==> src/rtl/chol_pkg.sv <==
// ---------------------------------------------------------------------------
// chol_pkg
// Shared constants for the Cholesky square-root result path.
//   CHOL_SQRT_LATENCY : square-root core latency in clken-qualified cycles
//   CHOL_SQRT_DW      : width of the square-root core result bus
//   CHOL_OUT_W        : width of the downstream result bus (zero-extended)
//   CHOL_FIFO_DEPTH   : default number of result buffer entries / credits
//   CHOL_OCC_W        : width of the occupancy (credit) counter
// ---------------------------------------------------------------------------
package chol_pkg;

    localparam int unsigned CHOL_SQRT_LATENCY = 14;
    localparam int unsigned CHOL_SQRT_DW      = 24;
    localparam int unsigned CHOL_OUT_W        = 32;
    localparam int unsigned CHOL_FIFO_DEPTH   = 4;
    localparam int unsigned CHOL_OCC_W        = 5;

endpackage

==> src/rtl/chol_fifo.sv <==
// ---------------------------------------------------------------------------
// chol_fifo
// Synchronous FIFO holding square-root results until downstream takes them.
// The upstream credit scheme guarantees that no push arrives while the FIFO
// is full unless a pop happens on the same edge, so there is no overflow
// guard. Pops are only issued while count is non-zero.
// Ports:
//   clk       : clock
//   rst_n     : asynchronous active-low reset (pointers and count)
//   push      : write push_data at the tail this edge
//   push_data : data to write
//   pop       : drop the head entry this edge
//   head      : oldest entry (undefined while count is zero)
//   count     : number of stored entries, 0..DEPTH
// ---------------------------------------------------------------------------
module chol_fifo #(
    parameter int unsigned WIDTH = 24,
    parameter int unsigned DEPTH = 4,
    parameter int unsigned CNT_W = $clog2(DEPTH + 1)
) (
    input  logic             clk,
    input  logic             rst_n,
    input  logic             push,
    input  logic [WIDTH-1:0] push_data,
    input  logic             pop,
    output logic [WIDTH-1:0] head,
    output logic [CNT_W-1:0] count
);

    localparam int unsigned AW = $clog2(DEPTH);

    logic [WIDTH-1:0] mem_q [DEPTH];
    logic [AW-1:0]    wr_ptr_q;
    logic [AW-1:0]    rd_ptr_q;
    logic [CNT_W-1:0] count_q;
    logic [CNT_W-1:0] count_d;

    // Storage is not reset; the top gates the head with its valid flag.
    always_ff @(posedge clk) begin
        if (push) begin
            mem_q[wr_ptr_q] <= push_data;
        end
    end

    // DEPTH is a power of two, so pointer wrap is plain binary overflow.
    always_ff @(posedge clk or negedge rst_n) begin
        if (!rst_n) begin
            wr_ptr_q <= '0;
            rd_ptr_q <= '0;
        end else begin
            if (push) begin
                wr_ptr_q <= wr_ptr_q + AW'(1);
            end
            if (pop) begin
                rd_ptr_q <= rd_ptr_q + AW'(1);
            end
        end
    end

    always_comb begin
        count_d = count_q;
        case ({push, pop})
            2'b10:   count_d = count_q + CNT_W'(1);
            2'b01:   count_d = count_q - CNT_W'(1);
            default: count_d = count_q;
        endcase
    end

    always_ff @(posedge clk or negedge rst_n) begin
        if (!rst_n) begin
            count_q <= '0;
        end else begin
            count_q <= count_d;
        end
    end

    assign head  = mem_q[rd_ptr_q];
    assign count = count_q;

endmodule

==> src/rtl/chol_sqrt_sink.sv <==
// ---------------------------------------------------------------------------
// chol_sqrt_sink
// Collects results from a fixed-latency, clock-enabled square-root core and
// buffers them for a ready/valid consumer. Upstream may only issue an
// operand while a credit is free; a credit covers one result from issue
// until it is popped, so the buffer can never overflow.
// Ports:
//   clk         : clock for all logic
//   rst_n       : asynchronous active-low reset, released synchronously
//   clken       : clock enable shared with the square-root core
//   issue_valid : upstream presents an operand to the core this cycle
//   issue_ready : a credit is free; upstream may issue
//   core_dout   : square-root core result bus
//   out_valid   : a buffered result is available
//   out_ready   : downstream accepts the result
//   out_data    : oldest result, zero-extended to CHOL_OUT_W bits
//   occupancy   : results in flight plus results buffered
// ---------------------------------------------------------------------------
module chol_sqrt_sink
    import chol_pkg::*;
#(
    parameter int unsigned LATENCY = CHOL_SQRT_LATENCY,
    parameter int unsigned DEPTH   = CHOL_FIFO_DEPTH,
    parameter int unsigned DW      = CHOL_SQRT_DW
) (
    input  logic                  clk,
    input  logic                  rst_n,
    input  logic                  clken,
    input  logic                  issue_valid,
    output logic                  issue_ready,
    input  logic [DW-1:0]         core_dout,
    output logic                  out_valid,
    input  logic                  out_ready,
    output logic [CHOL_OUT_W-1:0] out_data,
    output logic [CHOL_OCC_W-1:0] occupancy
);

    localparam int unsigned CNT_W = $clog2(DEPTH + 1);
    localparam logic [CHOL_OCC_W-1:0] DEPTH_OCC = CHOL_OCC_W'(DEPTH);

    // -----------------------------------------------------------------------
    // Reset synchroniser: asserts asynchronously, releases two edges later.
    // -----------------------------------------------------------------------
    logic [1:0] rst_sync_q;
    logic       rst_int_n;

    always_ff @(posedge clk or negedge rst_n) begin
        if (!rst_n) begin
            rst_sync_q <= 2'b00;
        end else begin
            rst_sync_q <= {rst_sync_q[0], 1'b1};
        end
    end

    assign rst_int_n = rst_sync_q[1];

    // -----------------------------------------------------------------------
    // Handshake decode
    // -----------------------------------------------------------------------
    logic               accept;
    logic               push;
    logic               pop;
    logic [LATENCY-1:0] valid_sr_q;
    logic [LATENCY-1:0] valid_sr_d;
    logic [CHOL_OCC_W-1:0] occ_q;
    logic [CHOL_OCC_W-1:0] occ_d;
    logic [DW-1:0]      fifo_head;
    logic [CNT_W-1:0]   fifo_count;

    assign issue_ready = (occ_q < DEPTH_OCC);
    assign accept      = issue_valid & issue_ready & clken;
    // The last stage lines up with the core output only on enabled edges.
    assign push        = clken & valid_sr_q[LATENCY-1];
    assign out_valid   = (fifo_count != '0);
    assign pop         = out_valid & out_ready;

    // -----------------------------------------------------------------------
    // Valid shift register mirroring the core pipeline
    // -----------------------------------------------------------------------
    always_comb begin
        valid_sr_d = valid_sr_q;
        if (clken) begin
            valid_sr_d[0] = accept;
            for (int i = 1; i < LATENCY; i++) begin
                valid_sr_d[i] = valid_sr_q[i-1];
            end
        end
    end

    always_ff @(posedge clk or negedge rst_int_n) begin
        if (!rst_int_n) begin
            valid_sr_q <= '0;
        end else begin
            valid_sr_q <= valid_sr_d;
        end
    end

    // -----------------------------------------------------------------------
    // Credit counter: a push only moves a result from in-flight to buffered,
    // so only accepts and pops change the total.
    // -----------------------------------------------------------------------
    always_comb begin
        occ_d = occ_q;
        case ({accept, pop})
            2'b10:   occ_d = occ_q + CHOL_OCC_W'(1);
            2'b01:   occ_d = occ_q - CHOL_OCC_W'(1);
            default: occ_d = occ_q;
        endcase
    end

    always_ff @(posedge clk or negedge rst_int_n) begin
        if (!rst_int_n) begin
            occ_q <= '0;
        end else begin
            occ_q <= occ_d;
        end
    end

    assign occupancy = occ_q;

    // -----------------------------------------------------------------------
    // Result buffer
    // -----------------------------------------------------------------------
    chol_fifo #(
        .WIDTH (DW),
        .DEPTH (DEPTH),
        .CNT_W (CNT_W)
    ) u_fifo (
        .clk       (clk),
        .rst_n     (rst_int_n),
        .push      (push),
        .push_data (core_dout),
        .pop       (pop),
        .head      (fifo_head),
        .count     (fifo_count)
    );

    // Gate with out_valid so unreset storage never leaks a stale value.
    assign out_data = out_valid ? CHOL_OUT_W'(fifo_head) : '0;

endmodule

==> config.mk <==
export PLATFORM = sky130hd
export DESIGN_NAME = chol_sqrt_sink
export DESIGN_NICKNAME = d
export VERILOG_FILES = /design/src/rtl/chol_pkg.sv /design/src/rtl/chol_fifo.sv /design/src/rtl/chol_sqrt_sink.sv
export SDC_FILE = /design/constraint.sdc
export NUM_CORES = 1
export LEC_CHECK = 0
export ABC_AREA = 1
export CAP_MARGIN = 20
export CORE_UTILIZATION = 40
export CTS_CLUSTER_DIAMETER = 200
export DETAILED_ROUTE_END_ITERATION = 16
export GPL_TIMING_DRIVEN = 0
export SYNTH_ARGS = -nofsm -noshare
export SYNTH_HDL_FRONTEND = slang
export SYNTH_SLANG_ARGS = --single-unit
export TNS_END_PERCENT = 10
==> constraint.sdc <==
create_clock -name clk -period 2.1 [get_ports clk]
set_input_delay 0.42 -clock clk [delete_from_list [all_inputs] [get_ports clk]]
set_output_delay 0.42 -clock clk [all_outputs]
set_load 0.005 [all_outputs]
==> Word level (Yosys, flattened, before mapping) <==
Memory sizes are Yosys's and may differ from the RTL's.
Index checks and enable logic that the tools add are counted.
{ "word_totals": {"mem_bits_rw": 96, "memories": 1, "output_inout_bits": 39, "latch_bits": 0, "register_bits": 28, "inputBits": 29, "rom_bits": 0} }
{ "mem_list": {"columns": ["name", "words", "width", "rd", "rd_clocked_by_memory_dff", "wr", "line_no", "text"], "rows": [
  ["u_fifo.mem_q", 4, 24, 1, 0, 1, "chol_fifo.sv:32", "logic [WIDTH-1:0] mem_q [DEPTH];"]
]} }
{ "classes": {"eq_ne": 4, "mul": 0, "n_shift": 0, "muxes": 5, "n_addsub": 6, "magnitude_cmp": 1, "bitwise": 4, "div_mod_pow": 0, "n_reduce_logical": 3} }
{ "ops": {"columns": ["op", "n"], "rows": [
  ["$mux W24", 1],
  ["$pmux W5 S2", 1],
  ["$pmux W3 S2", 1],
  ["$add A5 B1 Y5 const B", 1],
  ["$lt A5 B3 Y1 const B", 1],
  ["$sub A5 B1 Y5 const B", 1],
  ["$add A2 B1 Y2 const B", 2],
  ["$and A1 B1 Y1", 4],
  ["$eq A2 B1 Y1 const B", 2],
  ["$eq A2 B2 Y1 const B", 2],
  ["$reduce_bool A2 Y1", 2],
  ["$add A3 B1 Y3 const B", 1],
  ["$reduce_bool A3 Y1", 1],
  ["$sub A3 B1 Y3 const B", 1],
  ["$mux W1", 2]
]} }

==> Longest topological paths before layout <==
{ "depth": {"depth_word": 5, "mapped_depth": 12, "mapped_depth_nobuf": 12} }

==> Modules after synthesis <==
Synthesis repeated with hierarchy kept, for this count alone.
{ "hier_totals": {"hier_cells": 541, "hier_area_um2": 5559.1} }
{ "by_module_without_submodules": {"columns": ["module", "seq_area_each_um2", "cells_per_inst", "area_each_um2", "n_inst"], "rows": [
  ["chol_fifo", 3057.9, 373, 4312.9, 1],
  ["chol_sqrt_sink", 525.5, 168, 1246.2, 1]
]} }

==> Worst setup path after synthesis <==
OpenSTA, ideal clock, no wires.
{ "synth_timing": {"path_kind": "input to register", "from": "input port clken", "to": "memory u_fifo.mem_q[0][0] (enable)", "required_time_ns": 1.695, "path_slack_ns": -0.111, "path_stages": 3, "setup_ns": 0.405, "n_path_buf": 1, "arrival_ns": 1.807, "cell_sequence": "buf_2 > nand2_1 > nor2_1"} }
{ "synth_between": {"elab_chain_len": 3} }
{ "synth_lines": {"columns": ["element", "line_no", "text"], "rows": [
  ["start, declared", "chol_sqrt_sink.sv:28", "input logic clken,"],
  ["$and A1 B1 Y1", "chol_sqrt_sink.sv:73", "assign push = clken & valid_sr_q[LATENCY-1];"],
  ["$mux W1", "chol_fifo.sv:40", "if (push) begin"],
  ["$mux W1 (not written as such)", "chol_fifo.sv:41", "mem_q[wr_ptr_q] <= push_data;"],
  ["end, declared", "chol_fifo.sv:32", null]
]} }
Every way passes these cells.

==> Final worst setup path <==
{ "layout_timing": {"from": "register u_fifo.rd_ptr_q[0]", "to": "output port out_data[1]"} }
{ "layout_between": {"elab_chain_len": 2} }
{ "layout_lines": {"columns": ["element", "line_no", "text"], "rows": [
  ["start, declared", "chol_fifo.sv:34", "logic [AW-1:0] rd_ptr_q;"],
  ["start signal, assigned", "chol_fifo.sv:55", "rd_ptr_q <= rd_ptr_q + AW'(1);"],
  ["$mem_v2 Z4 W24", null, null],
  ["$mux W24", "chol_sqrt_sink.sv:139", "assign out_data = out_valid ? CHOL_OUT_W'(fifo_head) : '0;"],
  ["end, declared", "chol_sqrt_sink.sv:34", "output logic [CHOL_OUT_W-1:0] out_data,"]
]} }
Every way passes these cells.

==> results.json <==
{
  "worstSkewPairLatency_ns": 0.40,
  "drtAntennaViolNets": 0,
  "critPathCapture": "out_data[1]",
  "synth_largest_area_cell": "edfxtp_1",
  "grt_start_max_net_pins": 27,
  "cts-htree-levels": 4,
  "holdBufCountCts": 0,
  "antenna_found_initial": 0,
  "cap_violations": 0,
  "area.sequential_um2": 3580,
  "hold_viol": 0,
  "total_die_area_um2": 13300,
  "avg_vias_per_cell": 4.77,
  "syn-cell-area_um2": 5120,
  "crit_type": "reg -> out",
  "die-width_um": 115,
  "max-slew-margin-rel": 0.444,
  "finalNetCount": 573,
  "synth.ff_latch_count": 124,
  "highest_clock_frequency_the_design_can_meet_mhz": 465,
  "timing.rr.start": "occupancy[4]",
  "via_count": 3409,
  "core_um2": 12300,
  "final.fill_count": 1050,
  "routed_wire_length_per_instance_um": 15.4,
  "yosysTopAreaCellShare": 0.563,
  "setup.worst_path.end_class": "output port",
  "postLayoutCoreUtil": 0.550,
  "status": "finished with violations",
  "placed_instance_area_um2": 6000,
  "min-delay-path-class": "in -> async",
  "cts_tree": "yes",
  "final_layout_size_suffix_gt1_frac": 0.211,
  "detailedRoute.firstIterationViolations": 200,
  "cp.arrival_ns": 1.73,
  "synth_area_leaders": "edfxtp_1 56%, dfrtp_1 14%, nor2_1 8.0%",
  "cts.path.max_buffers": 2,
  "r2r-end": "occupancy[4]",
  "syn_area_per_cell_um2": 11.7,
  "ys_warn_count": 0,
  "start_kind": "flip-flop",
  "first_pass_iters": 4,
  "crit_path_max_fanout": 8,
  "grt_setup_unrepaired": "true",
  "synth_cell_type_count": 22,
  "grt.overflow.total": 0,
  "drt_drc_violations_left": 0,
  "clock-sinks": 124,
  "setup_violations": 4,
  "setup.worst_path.start": "u_fifo.rd_ptr_q[0]",
  "dp.final_hpwl_um": 6610,
  "antennaDiodeCount": 0,
  "start_util": 0.418,
  "cp.required_ns": 1.68,
  "worst_clock_skew_ns": 0.00540,
  "finalMaxSlewViolations": 0,
  "failed_checks": "setup timing",
  "layout.cell_area.non_filler_um2": 6750,
  "top_level_ports": 68,
  "setup.reg_to_reg.worst_slack_ns": 0.08,
  "mostFrequentLayoutCell": "nor2_1",
  "p_leak_nw": 2.62,
  "synth_sequential_area_ratio": 0.700,
  "floorplan.rows": 40,
  "final_period_minus_worst_setup_slack_ns": 2.15,
  "p_per_area_nw_per_um2": 1450,
  "vdd.ir_drop.worst_v": 0.000694,
  "syn2layout_area_growth_pct": 31.7,
  "worst_setup_hold_path_clk_slew_ns": 0.05,
  "first_pass_grt_wire_length_um": 17400,
  "ff2ff_path_depth": 9,
  "grt_pass1_vias": 3276,
  "tightestPinTransition_ns": 0.833,
  "clk_root_buffer_cell": "clkbuf_16",
  "multi_input_comb_area_um2": 1360,
  "finalPower_mw": 9.75,
  "numCtsBuffers": 17,
  "finalWorstSetupSlack_ns": -0.0523,
  "io_buffers": 58,
  "gp_congestion": 0.709,
  "die_height_um": 115,
  "period_share": 1.02,
  "synthesis.instances": 438,
  "final_cell_mix": "99 x nor2_1, 96 x edfxtp_1, 40 x o21ai_0",
  "global_route.usage.total": 0.180,
  "detail_route.wirelength_um": 11000
}
## where the power goes
group	total [mW]	internal (mW)	switching, mW
sequential	3.25	3.07	0.179
combinational	3.76	1.73	2.04
clock	2.74	1.72	1.02
total	9.75	6.52	3.23
## flip-flops by register name, summed over array words and instances, names as in the netlist
name	cells
u_fifo.count	3
occupancy	5
valid_sr_q	14
u_fifo.mem_q	96
u_fifo.wr_ptr_q	2
u_fifo.rd_ptr_q	2
rst_sync_q	2
## repair_timing
item | CTS | global route
buffers inserted | 4 | 2
endpoints found under the setup margin | 25 | 28
pin swaps | 10 | 10
cloned | 1 | 1
resized for setup | 82 | 60
## worst max-delay path: stages (launching register included)
cell and delay (ns):
dfrtp_1 0.34, buf_6 0.16, buf_8 0.15, buf_6 0.11, nor2_1 0.04, nor2_1 0.07, o21ai_1 0.07, a21oi_1 0.23
buf_2 0.16
## cell usage after synthesis
| cell type | instances |
|---|---|
| xnor2_1 | 2 |
| inv_2 | 1 |
| nand2_1 | 28 |
| edfxtp_1 | 96 |
| o21ai_1 | 11 |
| xor2_1 | 3 |
| ha_1 | 9 |
| dfrtp_1 | 28 |
| nor3_1 | 1 |
| inv_1 | 25 |
| nand3_1 | 9 |
| nor2_1 | 109 |
| mux2_2 | 2 |
| buf_2 | 11 |
| clkbuf_2 | 4 |
| o21ai_0 | 46 |
| buf_6 | 2 |
| fa_1 | 2 |
| or2_2 | 2 |
| buf_4 | 12 |
| conb_1 | 2 |
| a21oi_1 | 33 |
## layer usage
metal	GRT usage	vias up	wire length [um]
met4	0.0649	0	115
met5	0	-	0
li1	-	1677	-
met1	0.235	1640	5030
met3	0.0501	12	420
met2	0.288	80	5410
## logic make-up (layout without fill, tap and decap cells)
logic type	count (synthesis)	count (layout)	share of synthesized area
AO/OA/AOI/OAI	90	90	0.0879
XOR/XNOR	5	5	0.00855
adder cells (fa/ha/maj)	11	11	0.0298
AND/OR/NAND/NOR	149	149	0.113
buffers and inverters	55	156	0.0557
multiplexers	2	2	0.00440
other	2	9	0.00147
flip-flops	124	124	0.700
## final cells by class
cell class | instances | share of cell area
Sequential cell | 124 | 0.531
Multi-Input combinational cell | 266 | 0.201
Timing Repair Buffer | 69 | 0.0914
Clock buffer | 18 | 0.0636
Buffer | 29 | 0.0462
Tap cell | 168 | 0.0312
Clock inverter | 14 | 0.0191
Inverter | 26 | 0.0163
## per-stage QoR
stage / setup WS [ns] / cells / hold WS, ns / TNS, ns
after global placement: -1.08 / 671 / 0.337 / -99.56
final: -0.0523 / 714 / 0.172 / -0.102
after detailed placement: -0.328 / 673 / 0.341 / -4.96
after CTS: -0.0879 / 710 / 0.155 / -1.44
after global routing: -0.128 / 714 / 0.160 / -1.65
after floorplan: -0.111 / 445 / 0.124 / -10.70
## worst min-delay path by stage
stage	slack (ns)	cells after the start	end	startpoint
floorplan	0.12	0	rst_sync_q[0]	rst_n
global placement	0.34	0	rst_sync_q[1]	rst_sync_q[0]
detailed placement	0.34	0	rst_sync_q[1]	rst_sync_q[0]
CTS	0.15	1	rst_sync_q[0]	rst_n
global route	0.16	1	rst_sync_q[1]	rst_n
finish	0.17	1	rst_sync_q[1]	rst_n
No activity file was read; power rests on OpenSTA's default activity.
